**src/rtl/keypad_scanner.sv**
```systemverilog
// keypad_scanner: scans a 4x4 active-low hex keypad one column at a time,
// debounces a single key press, and reports it as a 4-bit hex code with a
// one-cycle valid strobe, a held flag and a display blanking flag.
module keypad_scanner #(
  parameter int SCAN_DIV = 1000,
  parameter int DEBOUNCE = 8
) (
  input  logic       clk,
  input  logic       reset,
  input  logic [3:0] row,
  output logic [3:0] col,
  output logic [3:0] data,
  output logic       valid,
  output logic       pressed,
  output logic       blank
);

  localparam int DW = $clog2(SCAN_DIV);
  localparam int MW = $clog2(DEBOUNCE + 1);
  localparam logic [DW-1:0] DIV_LAST   = DW'(SCAN_DIV - 1);
  // match_reg never has to store DEBOUNCE itself: the sample that would
  // reach it takes the action directly.
  localparam logic [MW-1:0] MATCH_LAST = MW'(DEBOUNCE - 1);

  typedef enum logic [1:0] {ST_SCAN, ST_DEBOUNCE, ST_HELD} state_t;

  state_t        state_reg, state_next;
  logic [3:0]    rs1_reg, rs_reg;
  logic [DW-1:0] div_reg, div_next;
  logic [1:0]    col_idx_reg, col_idx_next;
  logic [3:0]    col_reg, col_next;
  logic [MW-1:0] match_reg, match_next;
  logic [3:0]    cand_reg, cand_next;
  logic [3:0]    data_reg, data_next;
  logic          valid_reg, valid_next;
  logic          pressed_reg, pressed_next;
  logic          blank_reg, blank_next;

  logic       sample;
  logic       single;
  logic       advance;
  logic [3:0] low;
  logic [1:0] row_idx;
  logic [3:0] key;

  // Two-flop synchroniser for the asynchronous row inputs (idle level is high).
  always_ff @(posedge clk) begin
    if (reset) begin
      rs1_reg <= 4'b1111;
      rs_reg  <= 4'b1111;
    end else begin
      rs1_reg <= row;
      rs_reg  <= rs1_reg;
    end
  end

  assign low    = ~rs_reg;
  assign single = (low != 4'd0) && ((low & (low - 4'd1)) == 4'd0);
  assign sample = (div_reg == DIV_LAST);
  assign key    = {row_idx, col_idx_reg};

  // Position of the low row bit; only meaningful when exactly one bit is low.
  always_comb begin
    row_idx = 2'd0;
    for (int i = 3; i >= 0; i--) begin
      if (low[i]) row_idx = 2'(i);
    end
  end

  // One-hot-low column drive decoded from the next column index.
  generate
    for (genvar gi = 0; gi < 4; gi++) begin : g_col
      assign col_next[gi] = (col_idx_next != 2'(gi));
    end
  endgenerate

  // State register and all registered outputs.
  always_ff @(posedge clk) begin
    if (reset) begin
      state_reg   <= ST_SCAN;
      div_reg     <= '0;
      col_idx_reg <= 2'd0;
      col_reg     <= 4'b1110;
      match_reg   <= '0;
      cand_reg    <= 4'd0;
      data_reg    <= 4'd0;
      valid_reg   <= 1'b0;
      pressed_reg <= 1'b0;
      blank_reg   <= 1'b1;
    end else begin
      state_reg   <= state_next;
      div_reg     <= div_next;
      col_idx_reg <= col_idx_next;
      col_reg     <= col_next;
      match_reg   <= match_next;
      cand_reg    <= cand_next;
      data_reg    <= data_next;
      valid_reg   <= valid_next;
      pressed_reg <= pressed_next;
      blank_reg   <= blank_next;
    end
  end

  // Next-state logic: every decision is taken only on a sample event.
  always_comb begin
    state_next   = state_reg;
    div_next     = sample ? '0 : div_reg + DW'(1);
    match_next   = match_reg;
    cand_next    = cand_reg;
    data_next    = data_reg;
    valid_next   = 1'b0;
    pressed_next = pressed_reg;
    blank_next   = blank_reg;
    advance      = 1'b0;

    if (sample) begin
      unique case (state_reg)
        ST_SCAN: begin
          if (single) begin
            cand_next = key;
            if (MATCH_LAST == '0) begin
              // One matching sample is enough: accept straight away.
              data_next    = key;
              valid_next   = 1'b1;
              pressed_next = 1'b1;
              blank_next   = 1'b0;
              match_next   = '0;
              state_next   = ST_HELD;
            end else begin
              match_next = MW'(1);
              state_next = ST_DEBOUNCE;
            end
          end else begin
            advance = 1'b1;
          end
        end
        ST_DEBOUNCE: begin
          if (single && (key == cand_reg)) begin
            if (match_reg == MATCH_LAST) begin
              data_next    = cand_reg;
              valid_next   = 1'b1;
              pressed_next = 1'b1;
              blank_next   = 1'b0;
              match_next   = '0;
              state_next   = ST_HELD;
            end else begin
              match_next = match_reg + MW'(1);
            end
          end else begin
            // Bounce or a different pattern: abandon the candidate silently.
            match_next = '0;
            state_next = ST_SCAN;
            advance    = 1'b1;
          end
        end
        ST_HELD: begin
          if (rs_reg == 4'b1111) begin
            if (match_reg == MATCH_LAST) begin
              pressed_next = 1'b0;
              match_next   = '0;
              state_next   = ST_SCAN;
              advance      = 1'b1;
            end else begin
              match_next = match_reg + MW'(1);
            end
          end else begin
            // Any low row (same key or others) restarts the release count.
            match_next = '0;
          end
        end
        default: begin
          match_next = '0;
          state_next = ST_SCAN;
        end
      endcase
    end

    col_idx_next = advance ? col_idx_reg + 2'd1 : col_idx_reg;
  end

  assign col     = col_reg;
  assign data    = data_reg;
  assign valid   = valid_reg;
  assign pressed = pressed_reg;
  assign blank   = blank_reg;

endmodule

```
**config.mk**
```make
export PLATFORM = sky130hd
export DESIGN_NAME = keypad_scanner
export DESIGN_NICKNAME = d
export VERILOG_FILES = /design/src/rtl/keypad_scanner.sv
export SDC_FILE = /design/constraint.sdc
export NUM_CORES = 1
export LEC_CHECK = 0
export BUFFER_PORTS_ARGS = -buffer_cell sky130_fd_sc_hd__buf_2
export CAP_MARGIN = 20
export CORE_ASPECT_RATIO = 1.5
export CORE_UTILIZATION = 26
export DETAILED_ROUTE_END_ITERATION = 10
export PLACE_DENSITY = 0.46
export SLEW_MARGIN = 20
export SYNTH_ARGS = -nofsm -noshare
export SYNTH_HDL_FRONTEND = slang
export SYNTH_SLANG_ARGS = --single-unit
```
**constraint.sdc**
```tcl
create_clock -name clk -period 2.3 [get_ports clk]
set_input_delay 0.46 -clock clk [delete_from_list [all_inputs] [get_ports clk]]
set_output_delay 0.46 -clock clk [all_outputs]
set_load 0.02 [all_outputs]
```
==> metrics, run 1 <==
sequential area share after synthesis=a little over two fifths; post-detailed-route wirelength per cell=12.4 um; crit end category=register; Synth Net Count=215; CP startpoint kind=register; Hold-fix buffers, CTS=0; num ports=17; VDD IR max=0.000245 V; GRT met1 Usage=between 10% and 20%; CP cell instances=and3b_1, o2111ai_1, nand3_1, a221oi_4, mux2_4, nand2b_1; post-CTS sizing=0; share of layout cells above drive strength 1=about a fifth; FF-to-FF setup slack=approximately 0.25 ns; port buffer count=16; RSZ-0062 raised after global routing=no; PwrDens=approximately 570 mW/mm2; placed insts=roughly 320; Clock Power Share=36.8%; gr usage total=between 10 and 15%; Max FO, Critical Path=12; CTS Buf Count=5; CTS tree=done; detailed-route vias per instance=about 4.6; met3 Resource Use GR=approximately 2.3%; Root Buffer=clkbuf_8; CTS H-Tree Depth=2; cell taking the most area after synthesis=dfxtp_1; final net count=around 230; mapped cell area=around 0.0019 mm2; Buffers & Inverters on Critical Path=0; Power Internal=roughly 0.95 mW; Post-DP HPWL=approximately 2900 um; syn avg cell area=9.26 um2; synth top area cells=dfxtp_1 43%, nor2_1 5.5%, mux2i_1 4.2%, nand3_1 4.2%, xnor2_1 3.2%; P_leak=about 0.85 nW; first-pass GRT wire length=6900 um; Synth Area in XOR/XNOR=under 10%; via count=about 1500; Worst-path clk slew=0.08 ns; Synth Area in Compound Gates=approximately an eighth; max reg flops=10; Setup CP Type=register to register; largest family of logic cells by synthesized area=simple AND/OR/NAND/NOR gates; CP max stage cell=dfxtp_1; Synth Area in Adders=~1.3%; initial core utilization=26.7%; outcome=complete, no violations; post-synth top area share=~43%; total grt overflow=0; vias in the first global route=approximately 1500; Routed Antenna Nets=0; die height=~110 um; Worst Tran Pin Value=0.588 ns; Hold Violations, Final=0; Design Area, Final=around 0.0022 mm2; Core ar.=0.00718 mm2; Clock Skews=0.00806 ns; Flop pwr share=slightly below 60%; min cycle time layout=2.05 ns; Yosys cell types=50; mux contribution to synthesized area=approximately 5%; global-route met2 utilization=between 20% and 30%; Comb power frac=under 10%; Top delay family on crit path=flip-flops; die area=~0.0077 mm2; drt total wl=4020 um; Die Span X=roughly 70 um; Sum Neg Setup Slack=0 ns; Row Count=38; simple-gate share of the synthesized area=between 20% and 30%; area grow syn2layout=14.0%; Net Sw Power=about 0.30 mW; CP max stage delay=around 0.55 ns; clk buf depth=2; GP Congestion=about 0.77; Cell Area, Placed=0.00210 mm2; Most Crowded Layer GR=met2; Req. time, crit path=approximately 2.5 ns; f_max=approximately 490 MHz; Final Cycle Share=89.1%; Clk Latency, worst-skew pair=0.29 ns; ant diodes=0; Max Cap Violations=0; Post-Syn Instances=207; Finished Layout Cells=between 300 and 400; initial antenna violation count=0; Final Setup Violations=0; Initial DRT Pass Iterations=3; Worst EP arrival=around 2.3 ns; largest net degree at the start of global routing=35; clock sink total=between 40 and 50; fin. max-slew vios=0; drt drc=0; DR iter-0 viols=roughly 70; Synth Warn #=0; switching part of the total=between 20% and 30%; Slew headroom=between 60% and 70%; Post-CTS Repair Setup Buffers=0; Hold Crit Class=input port to register; Synth Register Bits=41
final timing paths:
path | endpoint | from | depth (start not counted)
min reg2reg | rs_reg[3]$_SDFF_PP1_ | rs1_reg[3]$_SDFF_PP1_ | 1
min | rs1_reg[0]$_SDFF_PP1_ | row[0] | 2
max reg2reg | col[1]$_SDFF_PP1_ | rs_reg[3]$_SDFF_PP1_ | 6
max | col[1]$_SDFF_PP1_ | rs_reg[3]$_SDFF_PP1_ | 6
area by class of cell:
cell class	count	area, um2
multi-input combinational	152	1030
timing repair buffer	21	118
clock inverter	2	10.0
inverter	3	11.3
clock buffer	6	72.6
tap	100	125
fill	774	4990
sequential	41	821
layer usage:
metal	wire length, um	vias up
met4	109	0
met2	2140	12
li1	-	755
met5	0	-
met3	68	9
met1	1700	705
cells by family after synthesis:
| family | after synthesis |
|---|---|
| buffers and inverters | 14 |
| adders and majority gates | 2 |
| AOI/OAI and AO/OA | 30 |
| muxes | 9 |
| xor gates and xnor gates | 12 |
| DFF | 41 |
| and+or+nand+nor | 99 |
power by group through the flow:
stage	Clock, mW	Sequential, mW	Combinational [mW]
2_1_floorplan	0	0.741	0.0529
3_3_place_gp	0	0.749	0.0607
3_5_place_dp	0	0.749	0.0605
4_1_cts	0.481	0.732	0.0610
5_1_grt	0.509	0.735	0.0671
6_report	0.461	0.732	0.0597
layout by cell type (no fill, tap or decap), types with 6 or more instances in the layout:
cell type	n
dfxtp_1	41
nor2_1	28
nand3_1	16
buf_2	16
a21oi_1	9
nand2_1	8
mux2i_1	8
or2_2	8
xnor2_1	7
nor2b_1	6
worst register-to-register path: stages (launching register included):
cell and delay (ns):
dfxtp_1 0.55, and3b_1 0.22, o2111ai_1 0.16, nand3_1 0.26, a221oi_4 0.39, mux2_4 0.34, nand2b_1 0.07
synth_stat cells (all sizes together):
master / number
nand2b: 5
o2111ai: 1
or2b: 1
buf: 6
or4: 1
o21ai: 5
nor3b: 4
or4b: 1
a2111oi: 1
inv: 3
clkbuf: 5
o2111a: 1
nor2b: 6
mux2i: 8
nor2: 29
o21a: 1
a211oi: 3
a311oi: 1
and2b: 1
a221oi: 2
a31o: 1
nand3b: 1
and3: 4
xnor2: 7
dfxtp: 41
nand4: 4
o211a: 1
mux2: 1
a21o: 2
nand4b: 1
and3b: 3
a21oi: 9
o22ai: 1
nor3: 2
nand3: 16
xor2: 5
ha: 2
a31oi: 1
nor4: 2
nand2: 8
and2: 1
and4: 1
or2: 8
through the flow:
stage | hold WS [ns] | power [mW] | utilization, % | worst slack [ns]
after floorplan | 0.389 | 0.794 | - | 0.410
after global placement | 0.393 | 0.810 | 29.3 | 0.254
after CTS | 0.332 | 1.27 | 30.4 | 0.234
final | 0.338 | 1.25 | 30.4 | 0.250
after detailed placement | 0.396 | 0.810 | 29.3 | 0.263
after global routing | 0.330 | 1.31 | 30.4 | 0.107
Power figures use the tool's default switching activity.
==> inputs of run 2 (changes only) <==
==> constraint.sdc (replaced) <==
create_clock -name clk -period 1.9 [get_ports clk]
set_input_delay 0.38 -clock clk [delete_from_list [all_inputs] [get_ports clk]]
set_output_delay 0.38 -clock clk [all_outputs]
set_load 0.02 [all_outputs]
==> run 2 against run 1 <==
Critical path type unchanged; via count rose by 7.3%; combinational power rose by 56%; maximum frequency grew 7.5%; the run now ends with setup timing left.
==> metrics, run 2 (synthesized netlist as in run 1, its figures left out) <==
outcome=finished, violations left (was complete, no violations); failing checks=setup timing; clock sink total=41 (unchanged); GP Congestion=0.775 (was 0.767); total grt overflow=0 (unchanged); Hold-fix buffers, CTS=0 (unchanged); min cycle time layout=1.91 ns (was 2.05 ns); fin. max-slew vios=0 (unchanged); crit end category=register (unchanged); final net count=260 (was 232); Hold Slack=0.272 ns (was 0.338 ns); Worst-path clk slew=0.08 ns (about the same); CP max stage delay=0.58 ns (was 0.55 ns); Final Setup Violations=1 (was 0); Finished Layout Cells=352 (was 325); commonest non-fill, non-tap cell in the layout=dfxtp_1 (unchanged); die height=107 um (unchanged); max reg flops=10 (unchanged); largest net degree at the start of global routing=19 (was 35); Die Span X=72.1 um (unchanged); Post-DP HPWL=3300 um (was 2910 um); leading cell types in the layout, fill and taps excluded=35 x dfxtp_1, 32 x buf_4, 28 x nor2_1, 16 x buf_2, 15 x nand3_1 (was 41 x dfxtp_1, 28 x nor2_1, 16 x nand3_1, 16 x buf_2, 9 x a21oi_1); clk buf depth=2 (unchanged); Worst EP arrival=2.09 ns (was 2.29 ns); Setup CP Type=register to register (unchanged); Hold Crit Class=input port to register (unchanged); RSZ-0062 raised after global routing=yes (was no); CTS tree=done (unchanged); CTS Buf Count=5 (unchanged); via count=1589 (was 1481); num ports=17 (unchanged); vias in the first global route=1579 (was 1497); P_leak=1.01 nW (was 0.852 nW); first-pass GRT wire length=7560 um (was 6900 um); Design Area, Final=0.00244 mm2 (was 0.00219 mm2); CP startpoint kind=register (unchanged); drt drc=0 (unchanged); Final Cycle Share=100% (was 89.1%); DR iter-0 viols=55 (was 69); Initial DRT Pass Iterations=4 (was 3); port buffer count=16 (unchanged); gr usage total=12.6% (was 11.6%); Sum Neg Setup Slack=-0.00635 ns (was 0 ns); VDD IR max=0.000373 V (was 0.000245 V); Slew headroom=74.2% (was 60.8%); ant diodes=0 (unchanged); Worst Tran Pin Value=0.387 ns (was 0.588 ns); initial antenna violation count=0 (unchanged); total power=1.66 mW (was 1.25 mW); Max FO, Critical Path=5 (was 12); Root Buffer=clkbuf_8 (unchanged); Clk Latency, worst-skew pair=0.29 ns (about the same); f_max=525 MHz (was 488 MHz); worst setup margin=-0.00635 ns (was 0.250 ns); drt total wl=4410 um (was 4020 um); CTS H-Tree Depth=2 (unchanged); CP max stage cell=or4_4 (was dfxtp_1); CP cell instances=or2b_1, or4_4, nor4_4, buf_4, mux2i_1, nor2_1 (was and3b_1, o2111ai_1, nand3_1, a221oi_4, mux2_4, nand2b_1); Routed Antenna Nets=0 (unchanged); detailed-route vias per instance=4.51 (was 4.56); post-detailed-route wirelength per cell=12.5 um (was 12.4 um); Max Cap Violations=0 (unchanged); Row Count=38 (unchanged); share of layout cells above drive strength 1=34.1% (was 20.4%); initial core utilization=26.7% (unchanged); placed insts=340 (was 317); Cell Area, Placed=0.00228 mm2 (was 0.00210 mm2); Hold Violations, Final=0 (unchanged); PwrDens=677 mW/mm2 (was 573 mW/mm2); Req. time, crit path=2.08 ns (was 2.54 ns); Clock Skews=0.0113 ns (was 0.00806 ns); Core ar.=0.00718 mm2 (unchanged); area grow syn2layout=27.5% (was 14.0%); die area=0.00773 mm2 (unchanged)
-- run 2: cell type report --
type	instances	area, um2
clock buffers	5	68.8
clock inverters	2	35.0
fillers	768	4730
inverters	3	11.3
multi-input cells	152	1040
flip-flops and latches	41	828
well taps	100	125
repair buffers	49	332
-- run 2: path summary, 6_finish.rpt --
path | from | endpoint | slack, ns | cells past startpoint
setup / recovery | div_reg[9]$_SDFF_PP0_ | cand_reg[1]$_SDFFE_PP0P_ | -0.006 | 6
hold / removal | row[0] | rs1_reg[0]$_SDFF_PP1_ | 0.27 | 2
setup reg to reg | div_reg[9]$_SDFF_PP0_ | cand_reg[1]$_SDFFE_PP0P_ | -0.006 | 6
hold reg to reg | rs1_reg[3]$_SDFF_PP1_ | rs_reg[3]$_SDFF_PP1_ | 0.41 | 1
-- run 2: report_power, final --
group / switching, mW / internal, mW / total, mW / leakage, nW
Sequential: 0.0118 / 0.873 / 0.884 / 0.332
Combinational: 0.0513 / 0.0419 / 0.0932 / 0.623
Clock: 0.297 / 0.382 / 0.679 / 0.0540
Total: 0.360 / 1.30 / 1.66 / 1.01
-- run 2: timing repair --
| item | CTS | global route |
|---|---|---|
| resized for setup | 7 | 6 |
| pin swaps | 1 | 6 |
| buffers inserted | 1 | 4 |
| endpoints found under the setup margin | 9 | 12 |
-- run 2: per-stage QoR --
stage / worst slack, ns / util (%)
5_1_grt: -0.0957 / 34.1
4_1_cts: -0.00893 / 33.5
6_report: -0.00635 / 34.1
3_3_place_gp: -0.0450 / 31.7
3_5_place_dp: -0.0867 / 31.7
2_1_floorplan: 0.0102 / -
-- run 2: layer usage --
metal  global-route usage [%]  wire length (um)  vias up
li1                         -                 -      808
met1                     13.7              1800      754
met2                     22.8              2390       16
met3                     2.82                94       11
met4                     5.18               119        0
met5                        0                 0        -
-- run 2: worst max-delay path: cells and delay by family (launching register included) --
family / cells / cell delay (ns)
simple gates: 4 / 1.08
buf+inv: 1 / 0.20
flops: 1 / 0.33
mux: 1 / 0.18
==> inputs of run 3 (changes only) <==
--- a/config.mk
+++ b/config.mk
@@ -7,7 +7,7 @@
 export LEC_CHECK = 0
 export BUFFER_PORTS_ARGS = -buffer_cell sky130_fd_sc_hd__buf_2
 export CAP_MARGIN = 20
-export CORE_ASPECT_RATIO = 1.5
+export CORE_ASPECT_RATIO = 1.2
 export CORE_UTILIZATION = 26
 export DETAILED_ROUTE_END_ITERATION = 10
 export PLACE_DENSITY = 0.46
==> run 3 against run 2 <==
The flow still finishes with violations (setup timing); critical endpoint is now col[1]$_SDFF_PP1_; first-iteration DRC count increased by 51%; global-route usage decreased by 0.52 points; register-to-register slack got worse by 0.05 ns.
==> metrics, run 3 (synthesized netlist as in run 1, its figures left out) <==
port buffer count=16 (unchanged); fin. max-slew vios=0 (unchanged); Top delay family on crit path=simple AND/OR/NAND/NOR gates (unchanged); Row Count=33 (was 38); Req. time, crit path=2.13 ns (was 2.08 ns); Hold-fix buffers, CTS=0 (unchanged); Final Cycle Share=103% (was 100%); vias in the first global route=1561 (was 1579); post-detailed-route wirelength per cell=12.6 um (was 12.5 um); DR iter-0 viols=83 (was 55); CTS H-Tree Depth=2 (unchanged); largest net degree at the start of global routing=19 (unchanged); CTS Buf Count=5 (unchanged); Cell Area, Placed=0.00229 mm2 (was 0.00228 mm2); CP startpoint kind=register (unchanged); Buffers & Inverters on Critical Path=1 (unchanged); Die Span X=80.4 um (was 72.1 um); area grow syn2layout=35.5% (was 27.5%); PwrDens=660 mW/mm2 (was 677 mW/mm2); Worst EP arrival=2.19 ns (was 2.09 ns); CP max stage cell=or4_4 (unchanged); P_leak=1.08 nW (was 1.01 nW); final net count=270 (was 260); leading cell types in the layout, fill and taps excluded=38 x buf_4, 34 x dfxtp_1, 28 x nor2_1, 16 x nand3_1, 16 x buf_2 (was 35 x dfxtp_1, 32 x buf_4, 28 x nor2_1, 16 x buf_2, 15 x nand3_1); initial core utilization=27.5% (was 26.7%); Root Buffer=clkbuf_8 (unchanged); die area=0.00772 mm2 (was 0.00773 mm2); Hold Path Cell Cnt=2 (unchanged); clk buf depth=2 (unchanged); Hold Violations, Final=0 (unchanged); Max Cap Violations=0 (unchanged); crit end category=register (unchanged); hold path endpoint=rs1_reg[0]$_SDFF_PP1_ (unchanged); GP Congestion=0.719 (was 0.775); drt total wl=4400 um (was 4410 um); max reg flops=10 (unchanged); via count=1617 (was 1589); Worst Tran Pin Value=0.357 ns (was 0.387 ns); Core ar.=0.00698 mm2 (was 0.00718 mm2); Sum Neg Setup Slack=-0.136 ns (was -0.00635 ns); ant diodes=0 (unchanged); end-of-flow core utilization=37.2% (was 34.1%); failing checks=setup timing (unchanged); Max FO, Critical Path=3 (was 5); R2R Path Start=div_reg[1]$_SDFF_PP0_ (was div_reg[9]$_SDFF_PP0_); RSZ-0062 raised after global routing=yes (unchanged); initial antenna violation count=0 (unchanged); num ports=17 (unchanged); Final Setup Violations=3 (was 1); detailed-route vias per instance=4.62 (was 4.51); FF-to-FF End=col[1]$_SDFF_PP1_ (was cand_reg[1]$_SDFFE_PP0P_); min cycle time layout=1.96 ns (was 1.91 ns); HP Start=row[0] (unchanged); Clk Latency, worst-skew pair=0.29 ns (about the same); Setup CP Type=register to register (unchanged); Hold Crit Class=input port to register (unchanged); Clock Skews=0.00997 ns (was 0.0113 ns); share of layout cells above drive strength 1=38.4% (was 34.1%); outcome=finished, violations left (unchanged); R2R depth=7 (was 6); Post-DP HPWL=3110 um (was 3300 um); CP cell instances=ha_4, nand2_4, or4_4, buf_12, a221oi_4, mux2_4, nand2b_1 (was or2b_1, or4_4, nor4_4, buf_4, mux2i_1, nor2_1); f_max=511 MHz (was 525 MHz); commonest non-fill, non-tap cell in the layout=buf_4 (was dfxtp_1); first-pass GRT wire length=7100 um (was 7560 um); worst setup margin=-0.0577 ns (was -0.00635 ns); die height=96.1 um (was 107 um); Slew headroom=76.1% (was 74.2%); Initial DRT Pass Iterations=4 (unchanged); FF-to-FF setup slack=-0.06 ns (was -0.006 ns); clock sink total=41 (unchanged); total grt overflow=0 (unchanged); drt drc=0 (unchanged); CTS tree=done (unchanged); CP max stage delay=0.57 ns (was 0.58 ns); gr usage total=12.1% (was 12.6%); Routed Antenna Nets=0 (unchanged); Design Area, Final=0.00260 mm2 (was 0.00244 mm2); VDD IR max=0.000421 V (was 0.000373 V); Worst-path clk slew=0.08 ns (about the same)
## run 3: metrics by stage
| step | cells | worst slack [ns] | total power, mW | hold slack [ns] |
|---|---|---|---|---|
| CTS | 346 | -0.0699 | 1.74 | 0.252 |
| detailed placement | 331 | -0.110 | 0.996 | 0.399 |
| finish | 350 | -0.0577 | 1.72 | 0.263 |
| floorplan | 207 | 0.0102 | 0.962 | 0.389 |
| global placement | 331 | -0.0890 | 0.995 | 0.398 |
| global route | 350 | -0.139 | 1.79 | 0.263 |
## run 3: cell type report
type / instances / area (um2)
multi-input cells: 152 / 1090
flip-flops and latches: 41 / 830
inverters: 3 / 11.3
clock inverters: 1 / 30.0
fillers: 721 / 4380
well taps: 87 / 109
clock buffers: 7 / 86.3
repair buffers: 59 / 439
## run 3: worst max path at each step
stage	to	cells past startpoint	slack [ns]	startpoint
2_1_floorplan	col_idx_reg[0]$_SDFF_PP0_	6	0.01	div_reg[0]$_SDFF_PP0_
3_3_place_gp	cand_reg[2]$_SDFFE_PP0P_	5	-0.09	div_reg[8]$_SDFF_PP0_
3_5_place_dp	cand_reg[2]$_SDFFE_PP0P_	5	-0.11	div_reg[8]$_SDFF_PP0_
4_1_cts	cand_reg[2]$_SDFFE_PP0P_	7	-0.07	div_reg[1]$_SDFF_PP0_
5_1_grt	col[1]$_SDFF_PP1_	7	-0.14	div_reg[1]$_SDFF_PP0_
6_report	col[1]$_SDFF_PP1_	7	-0.06	div_reg[1]$_SDFF_PP0_
## run 3: worst register-to-register path, stage by stage (launching register included)
cell and delay (ns):
dfxtp_2 0.36, ha_4 0.15, nand2_4 0.05, or4_4 0.57, buf_12 0.16, a221oi_4 0.21
mux2_4 0.34, nand2b_1 0.07
## run 3: what timing repair did
item                                    4_1_cts  5_1_grt
endpoints found under the hold margin         0        0
resized for setup                             9       17
pin swaps                                     8        9
setup buffers                                 7        5
endpoints found under the setup margin        7       16
## run 3: per-layer routing
metal  global-route usage [%]  wire, um
met2                     22.4      2300
met1                     13.1      1950
met4                     5.06        68
met5                        0         0
met3                     2.46        88
## run 3: where the power goes
group / switching (mW) / internal (mW) / leakage [nW]
registers: 0.0132 / 0.873 / 0.333
clock network: 0.293 / 0.428 / 0.0585
logic: 0.0562 / 0.0511 / 0.691
total: 0.362 / 1.35 / 1.08
